File: config.mk
export PLATFORM = sky130hd
export DESIGN_NAME = serial_bit_feeder
export DESIGN_NICKNAME = d
export VERILOG_FILES = /design/src/rtl/serial_bit_feeder_pkg.sv /design/src/rtl/serial_bit_feeder_shift_core.sv /design/src/rtl/serial_bit_feeder.sv
export SDC_FILE = /design/constraint.sdc
export NUM_CORES = 1
export LEC_CHECK = 0
export BUFFER_PORTS_ARGS = -buffer_cell sky130_fd_sc_hd__buf_2
export CAP_MARGIN = 10
export CORE_AREA = 2 2 42 44
export CTS_CLUSTER_DIAMETER = 200
export DETAILED_ROUTE_END_ITERATION = 8
export DIE_AREA = 0 0 44 46
export GPL_ROUTABILITY_DRIVEN = 0
export MAX_ROUTING_LAYER = met4
export PLACE_DENSITY = 0.71
export SLEW_MARGIN = 10
export SYNTH_ARGS = -nofsm -noshare
export SYNTH_HDL_FRONTEND = slang
export SYNTH_SLANG_ARGS = --single-unit
File: constraint.sdc
create_clock -name clk -period 1.4 [get_ports clk]
set_input_delay 0.28 -clock clk [delete_from_list [all_inputs] [get_ports clk]]
set_output_delay 0.28 -clock clk [all_outputs]
set_load 0.01 [all_outputs]
File: src/rtl/serial_bit_feeder_pkg.sv
// Shared definitions for the serial bit feeder: FSM state encoding,
// default parameter values and the 10110 pattern the detector looks for.
package serial_bit_feeder_pkg;

  typedef enum logic {
    ST_IDLE  = 1'b0,
    ST_SHIFT = 1'b1
  } feeder_state_t;

  localparam int         DEF_WIDTH     = 8;
  localparam logic       DEF_IDLE_BIT  = 1'b0;
  localparam logic [4:0] PATTERN_10110 = 5'b10110;

endpackage

File: src/rtl/serial_bit_feeder_shift_core.sv
// Shift core for the serial bit feeder: holds the word being serialised,
// counts the bits still to go and flags when the last bit is on the MSB.
module ser_shift_core
  import serial_bit_feeder_pkg::*;
#(
  parameter int WIDTH = DEF_WIDTH
) (
  input  logic             clk,
  input  logic             rst,
  input  logic             load,
  input  logic [WIDTH-1:0] load_data,
  input  logic             shift_en,
  output logic             msb,
  output logic             last
);

  // Counter only needs to reach WIDTH-1; WIDTH >= 2 keeps this at least 1 bit.
  localparam int CW = (WIDTH > 1) ? $clog2(WIDTH) : 1;

  logic [WIDTH-1:0] shreg;
  logic [CW-1:0]    cnt;

  // Load a fresh word (priority) or shift left with zero fill while bits remain;
  // the counter stops at zero so it can never wrap.
  always_ff @(posedge clk or posedge rst) begin
    if (rst) begin
      shreg <= '0;
      cnt   <= '0;
    end else if (load) begin
      shreg <= load_data;
      cnt   <= CW'(WIDTH - 1);
    end else if (shift_en && (cnt != '0)) begin
      shreg <= {shreg[WIDTH-2:0], 1'b0};
      cnt   <= cnt - 1'b1;
    end
  end

  assign msb  = shreg[WIDTH-1];
  assign last = (cnt == '0);

endmodule

File: src/rtl/serial_bit_feeder.sv
// Parallel-in / serial-out feeder for the 10110 sequence detector.
// Takes a WIDTH-bit word over valid/ready and drives it MSB first on j,
// one bit per clock, with j_valid/busy/done for frame pacing.
// Optional build macro SER_FEEDER_SKID_EN adds a one-word holding register
// so consecutive words stream with no idle gap.
module serial_bit_feeder
  import serial_bit_feeder_pkg::*;
#(
  parameter int   WIDTH    = DEF_WIDTH,
  parameter logic IDLE_BIT = DEF_IDLE_BIT
) (
  input  logic             clk,
  input  logic             rst,
  input  logic [WIDTH-1:0] din,
  input  logic             din_valid,
  output logic             din_ready,
  output logic             j,
  output logic             j_valid,
  output logic             busy,
  output logic             done
);

  feeder_state_t    state;
  logic             accept;
  logic             load;
  logic             reload;
  logic             shift_msb;
  logic             last;
  logic [WIDTH-1:0] load_data;

`ifdef SER_FEEDER_SKID_EN
  logic             full;
  logic [WIDTH-1:0] hold;

  // Ready whenever idle, or while shifting if the holder has room; on the
  // last-bit edge a held word (or a bypassing new word) reloads the core.
  always_comb begin
    din_ready = (state == ST_IDLE) || !full;
    reload    = 1'b0;
    load_data = din;
    if (state == ST_SHIFT) begin
      reload = last && (full || accept);
      if (full) begin
        load_data = hold;
      end
    end
  end

  // Park a word accepted mid-shift; release the holder when it reloads the core.
  always_ff @(posedge clk or posedge rst) begin
    if (rst) begin
      full <= 1'b0;
      hold <= '0;
    end else if (state == ST_SHIFT) begin
      if (last) begin
        if (full) begin
          full <= 1'b0;
        end
      end else if (accept) begin
        hold <= din;
        full <= 1'b1;
      end
    end
  end
`else
  // Without a holder the feeder only takes words while idle.
  always_comb begin
    din_ready = (state == ST_IDLE);
    reload    = 1'b0;
    load_data = din;
  end
`endif

  assign accept = din_valid && din_ready;
  assign load   = ((state == ST_IDLE) && accept) || reload;

  // Control FSM: leave IDLE on accept, return once the last bit has been
  // shown and nothing follows; busy is registered alongside the state.
  always_ff @(posedge clk or posedge rst) begin
    if (rst) begin
      state <= ST_IDLE;
      busy  <= 1'b0;
    end else begin
      case (state)
        ST_IDLE: begin
          if (accept) begin
            state <= ST_SHIFT;
            busy  <= 1'b1;
          end
        end
        ST_SHIFT: begin
          if (last && !reload) begin
            state <= ST_IDLE;
            busy  <= 1'b0;
          end
        end
        default: begin
          state <= ST_IDLE;
          busy  <= 1'b0;
        end
      endcase
    end
  end

  ser_shift_core #(
    .WIDTH(WIDTH)
  ) u_core (
    .clk      (clk),
    .rst      (rst),
    .load     (load),
    .load_data(load_data),
    .shift_en (state == ST_SHIFT),
    .msb      (shift_msb),
    .last     (last)
  );

  assign j_valid = busy;
  assign j       = busy ? shift_msb : IDLE_BIT;
  assign done    = busy && last;

endmodule

* Word-level counts from Yosys, hierarchy flattened
Cells that the tools add are included.
** Storage, ports and cells
- Register bits :: 13
- Input bits :: 11
** Operators by class
- Eq/ne operators :: 2
- Add/subtract/negate cells :: 1
- Multiplexer cells :: 11
- Bitwise operators :: 1
- Reductions and logical operators :: 8
** Operators by type and width (number)
- $mux W8 :: 2
- $mux W3 :: 2
- $mux W1 :: 5
- $logic_and A1 B1 Y1 :: 4
- $ne A2 B1 Y1 const B :: 2
- $pmux W1 S2 :: 2
- $logic_not A3 Y1 :: 1
- $reduce_bool A3 Y1 :: 1
- $sub A3 B1 Y3 const B :: 1
- $reduce_and A2 Y1 :: 1
- $reduce_bool A2 Y1 :: 1
- $not A1 Y1 :: 1

* Logic depth before layout (Yosys ltp)
- Depth after elaboration :: 4
- Mapped depth :: 6
- Depth with buffers taken out :: 5

* Modules after synthesis
A second synthesis with hierarchy kept.
** Second synthesis, totals
- Cells, all modules :: 63
- Area, all modules :: 650.6 µm²
** By module, submodules not included
- ser_shift_core :: instances 1, cells each 52, area each 545.5 µm²
- serial_bit_feeder :: instances 1, cells each 11, area each 105.1 µm²

* Least setup slack after synthesis
OpenSTA, ideal clock, no wires.
- Kind :: register -> register
- Start :: reg u_core.cnt[0]
- End :: reg u_core.cnt[0]
- Data arrival time :: 1.259 ns
- Required time :: 1.275 ns
- Cell stages (with the launch flop) :: 7
- Period minus slack after synthesis :: 1.384 ns
- Slack :: 0.016 ns
- Buffers on the path :: 1
- Cells stage by stage :: dfrtp_1 inv_1 ha_1 nand2b_1 a21o_1 buf_6 mux2_4
** Between the ends
- Longest elaborated chain between the ends :: 3
- Elaborated cells between the ends (all ways) :: 6
- Classes of those cells :: add/sub (1); mux (2); reduce/logical (3)
** Ends and longest elaborated chain
- from (decl) :: RTL line serial_bit_feeder_shift_core.sv:21 : logic [CW-1:0] cnt;
- from (signal assigned) :: RTL line serial_bit_feeder_shift_core.sv:31 : cnt <= CW'(WIDTH - 1);
- from (signal assigned) :: RTL line serial_bit_feeder_shift_core.sv:34 : cnt <= cnt - 1'b1;
- $sub A3 B1 Y3 or $reduce_bool A3 Y1 (tied branches) :: RTL line serial_bit_feeder_shift_core.sv:34, serial_bit_feeder_shift_core.sv:32
- $mux W3 or $logic_and A1 B1 Y1 (tied branches) :: RTL line serial_bit_feeder_shift_core.sv:32 : end else if (shift_en && (cnt != '0)) begin
- $mux W3 or $reduce_bool A2 Y1 (tied branches)
Parallel ways exist; a longest one is shown, timed or not. The select of a mux whose other input is x is not followed.
A chain may end at the register's enable or synchronous reset.

* Worst setup path after layout
- Start :: reg u_core.cnt[0]
- End :: out done
** Between the ends
- Longest elaborated chain between the ends :: 2
** Ends and longest elaborated chain
- $logic_not A3 Y1 :: RTL line serial_bit_feeder_shift_core.sv:39 : assign last = (cnt == '0);
- $logic_and A1 B1 Y1 :: RTL line serial_bit_feeder.sv:119 : assign done = busy && last;
- to (decl) :: RTL line serial_bit_feeder.sv:20 : output logic done
No other way between the ends.

==> metrics.txt <==
status finished with violations; failing checks setup timing; Clock Sinks 13; Final min period ~1.5 ns; met1 GRT Util ~15%; Leakage Power between 0.4 and 0.5 nW; Crit Path Category reg -> out; Die Footprint 2020 µm²; RSZ-0062 raised after global routing yes; crit-path max FO 2; Worst path top cell family by delay flip-flops; Reg power frac between 30% and 40%; largest net degree at the start of global routing 14; Crit path arrival time approximately 1.3 ns; critical-path cell list inv_2 > ha_4 > nor2b_4 > and2_1 > buf_2; clk_lat worst skew 0.28 ns; I/O pins 16; Worst R2R End u_core.cnt[0]$_DFFE_PP0P_; DRT Wirelength 1.36 mm; hold buffer count at CTS 0; max capacitance violation total 0; syn_area_per_cell 11.6 µm²; Ys Warns 0; Pwr Density about 2400 nW/µm²; share of cells above drive strength 1 a little over half; fraction of registers with async set/reset 100%; Total GRT Usage between 10% and 20%; Die Height roughly 46 µm; met3 global-route usage under 10%; Worst Tran Pin Value 0.494 ns; Worst path slowest cell dfrtp_1; DIE WIDTH about 44 µm; clock tree buffer depth 2; CTS H-Tree Depth 1; worst r2r src u_core.cnt[0]$_DFFE_PP0P_; CTS root buf clkbuf_4; Mapped Cells 58; dpl ws approximately 0.023 ns; CP startpoint kind flop; Post-synth top flop dfrtp_1; via count of the first global-routing pass ~450; Synth Register Bits 13; post-layout util 58.3%; Post-route DRC 0; Pre-antenna DRT Iters 2; grt peak-use layer met2; DR WL/cell around 13 µm; top achievable clock speed 0.651 GHz; Port Buf Inserts 15; Max Slew Vio Count 0; Buf+Inv Stages, Crit Path 2; ANT nets after route 0; setup ws final -0.136 ns; clk_skew ~0.0067 ns; final setup violation count 8; TritonCTS clock tree yes; Post-Syn Area ~670 µm²; final net count 98; CTS Buf Count 3; M2 GR Usage 22.1%; CP max stage delay 0.39 ns; Clock Power Share between 10% and 20%; Ant. Diodes 0; non-filler cells, final approximately 100; Unique masters post-synth 24; critical path endpoint category primary output; Combinational Power Share a little under three fifths; clk slew on worst S/H paths roughly 0.080 ns; Initial Utilization between 40% and 50%; internal power 1.46 mW; fin crit share 110%; setup slack, reg-to-reg -0.10 ns; Max VDD drop approximately 790 µV; dpl cells 90; Seq/Total Area, Yosys approximately half; DR vias between 500 and 600; NetSw just over 800 µW; Row Count 15; sw frac a little over a third; DRT iter0 DRCs 1; Max-slew headroom 67.0%; Post-synth EDFFs 0; Area growth syn-to-layout 40.0%; Crit path required time 1.12 ns; HP Class in -> async; initial antenna violation count 0; grt total ovfl 0; Final Hold Viols 0; core area ~1600 µm²; first-pass GRT wire length between 1.5 and 2 mm; post-synth net total 71; via/cell ratio around 5.3; worst reg2reg path depth 7; smallest hold slack 0.00141 ns
==> worst register-to-register path, stage by stage (launching register included) <==
cell and delay (ns):
dfrtp_1 0.39, inv_2 0.09, ha_4 0.14, buf_4 0.10, buf_6 0.09, nand2b_4 0.07
a21o_4 0.26, mux2_4 0.26
==> Yosys cell counts, types with 2 or more instances <==
library cell  number  area [µm²]
dfrtp_1           13         325
o221a_2            6        67.6
or2b_1             6        45.0
inv_1              4        15.0
a21oi_1            3        15.0
buf_6              3        33.8
nand2_1            3        11.3
and2_1             2        12.5
ha_1               2        25.0
nor2_1             2        7.51
==> state kept, by name, indices dropped and copies added (netlist names) <==
signal	cells
state	1
u_core.cnt	3
busy	1
u_core.shreg	8
==> stage by stage <==
step	setup TNS, ns	power (mW)	area [µm²]
floorplan	0	1.37	672
global placement	0	1.52	757
detailed placement	0	1.53	757
CTS	-0.140	1.90	833
global route	-1.05	2.44	941
finish	-0.599	2.28	941
==> cells by family after synthesis <==
family | after synthesis | synth area share (%)
AOI/OAI and AO/OA | 15 | 18.6
adders and majority gates | 2 | 3.72
buffers and inverters | 8 | 8.38
DFF | 13 | 48.4
muxes | 2 | 3.72
and+or+nand+nor | 18 | 17.1
==> per-layer routing <==
layer  part of all wire (%)  wire length [µm]
met5                      0                 0
met4                    4.9                67
met3                    4.1                55
met2                     48               652
met1                     43               582
==> area by class of cell <==
| class | instances | area (µm²) |
|---|---|---|
| well taps | 17 | 21.3 |
| clock buffers | 4 | 26.3 |
| inverters | 4 | 15.0 |
| multi-input cells | 37 | 388 |
| flip-flops and latches | 13 | 325 |
| fillers | 120 | 673 |
| repair buffers | 26 | 165 |
==> cells in the final DEF, fill, tap and decap left out, types with 2 or more instances in the layout <==
cell type and n:
clkbuf_4 3, nor2_1 2, a21oi_1 3, buf_2 15, o221a_4 6, dfrtp_1 13, buf_6 2, and2_1 2
inv_2 3, or2b_1 6, buf_4 9, nand2_1 2, nor2b_4 2
==> how the worst max path moves through the flow <==
stage / startpoint / endpoint / slack (ns) / depth (start not counted)
floorplan: u_core.cnt[0]$_DFFE_PP0P_ / u_core.cnt[0]$_DFFE_PP0P_ / 0.02 / 6
global placement: u_core.cnt[1]$_DFFE_PP0P_ / u_core.cnt[0]$_DFFE_PP0P_ / 0.04 / 5
detailed placement: u_core.cnt[1]$_DFFE_PP0P_ / u_core.cnt[0]$_DFFE_PP0P_ / 0.02 / 5
CTS: u_core.cnt[1]$_DFFE_PP0P_ / done / -0.12 / 5
global route: u_core.cnt[0]$_DFFE_PP0P_ / done / -0.21 / 5
finish: u_core.cnt[0]$_DFFE_PP0P_ / done / -0.14 / 5
==> power by group through the flow <==
stage	combinational (mW)	clock, mW	sequential, mW
floorplan	0.700	0	0.670
global placement	0.810	0	0.707
detailed placement	0.817	0	0.711
CTS	0.958	0.240	0.707
global route	1.41	0.253	0.775
finish	1.29	0.238	0.751
==> timing repair <==
item                       4_1_cts  5_1_grt
gates resized for setup          6       13
setup buffers                    4        3
setup endpoints to repair        2       10
pin swaps                        3       12
No activity file was read; power rests on OpenSTA's default activity.
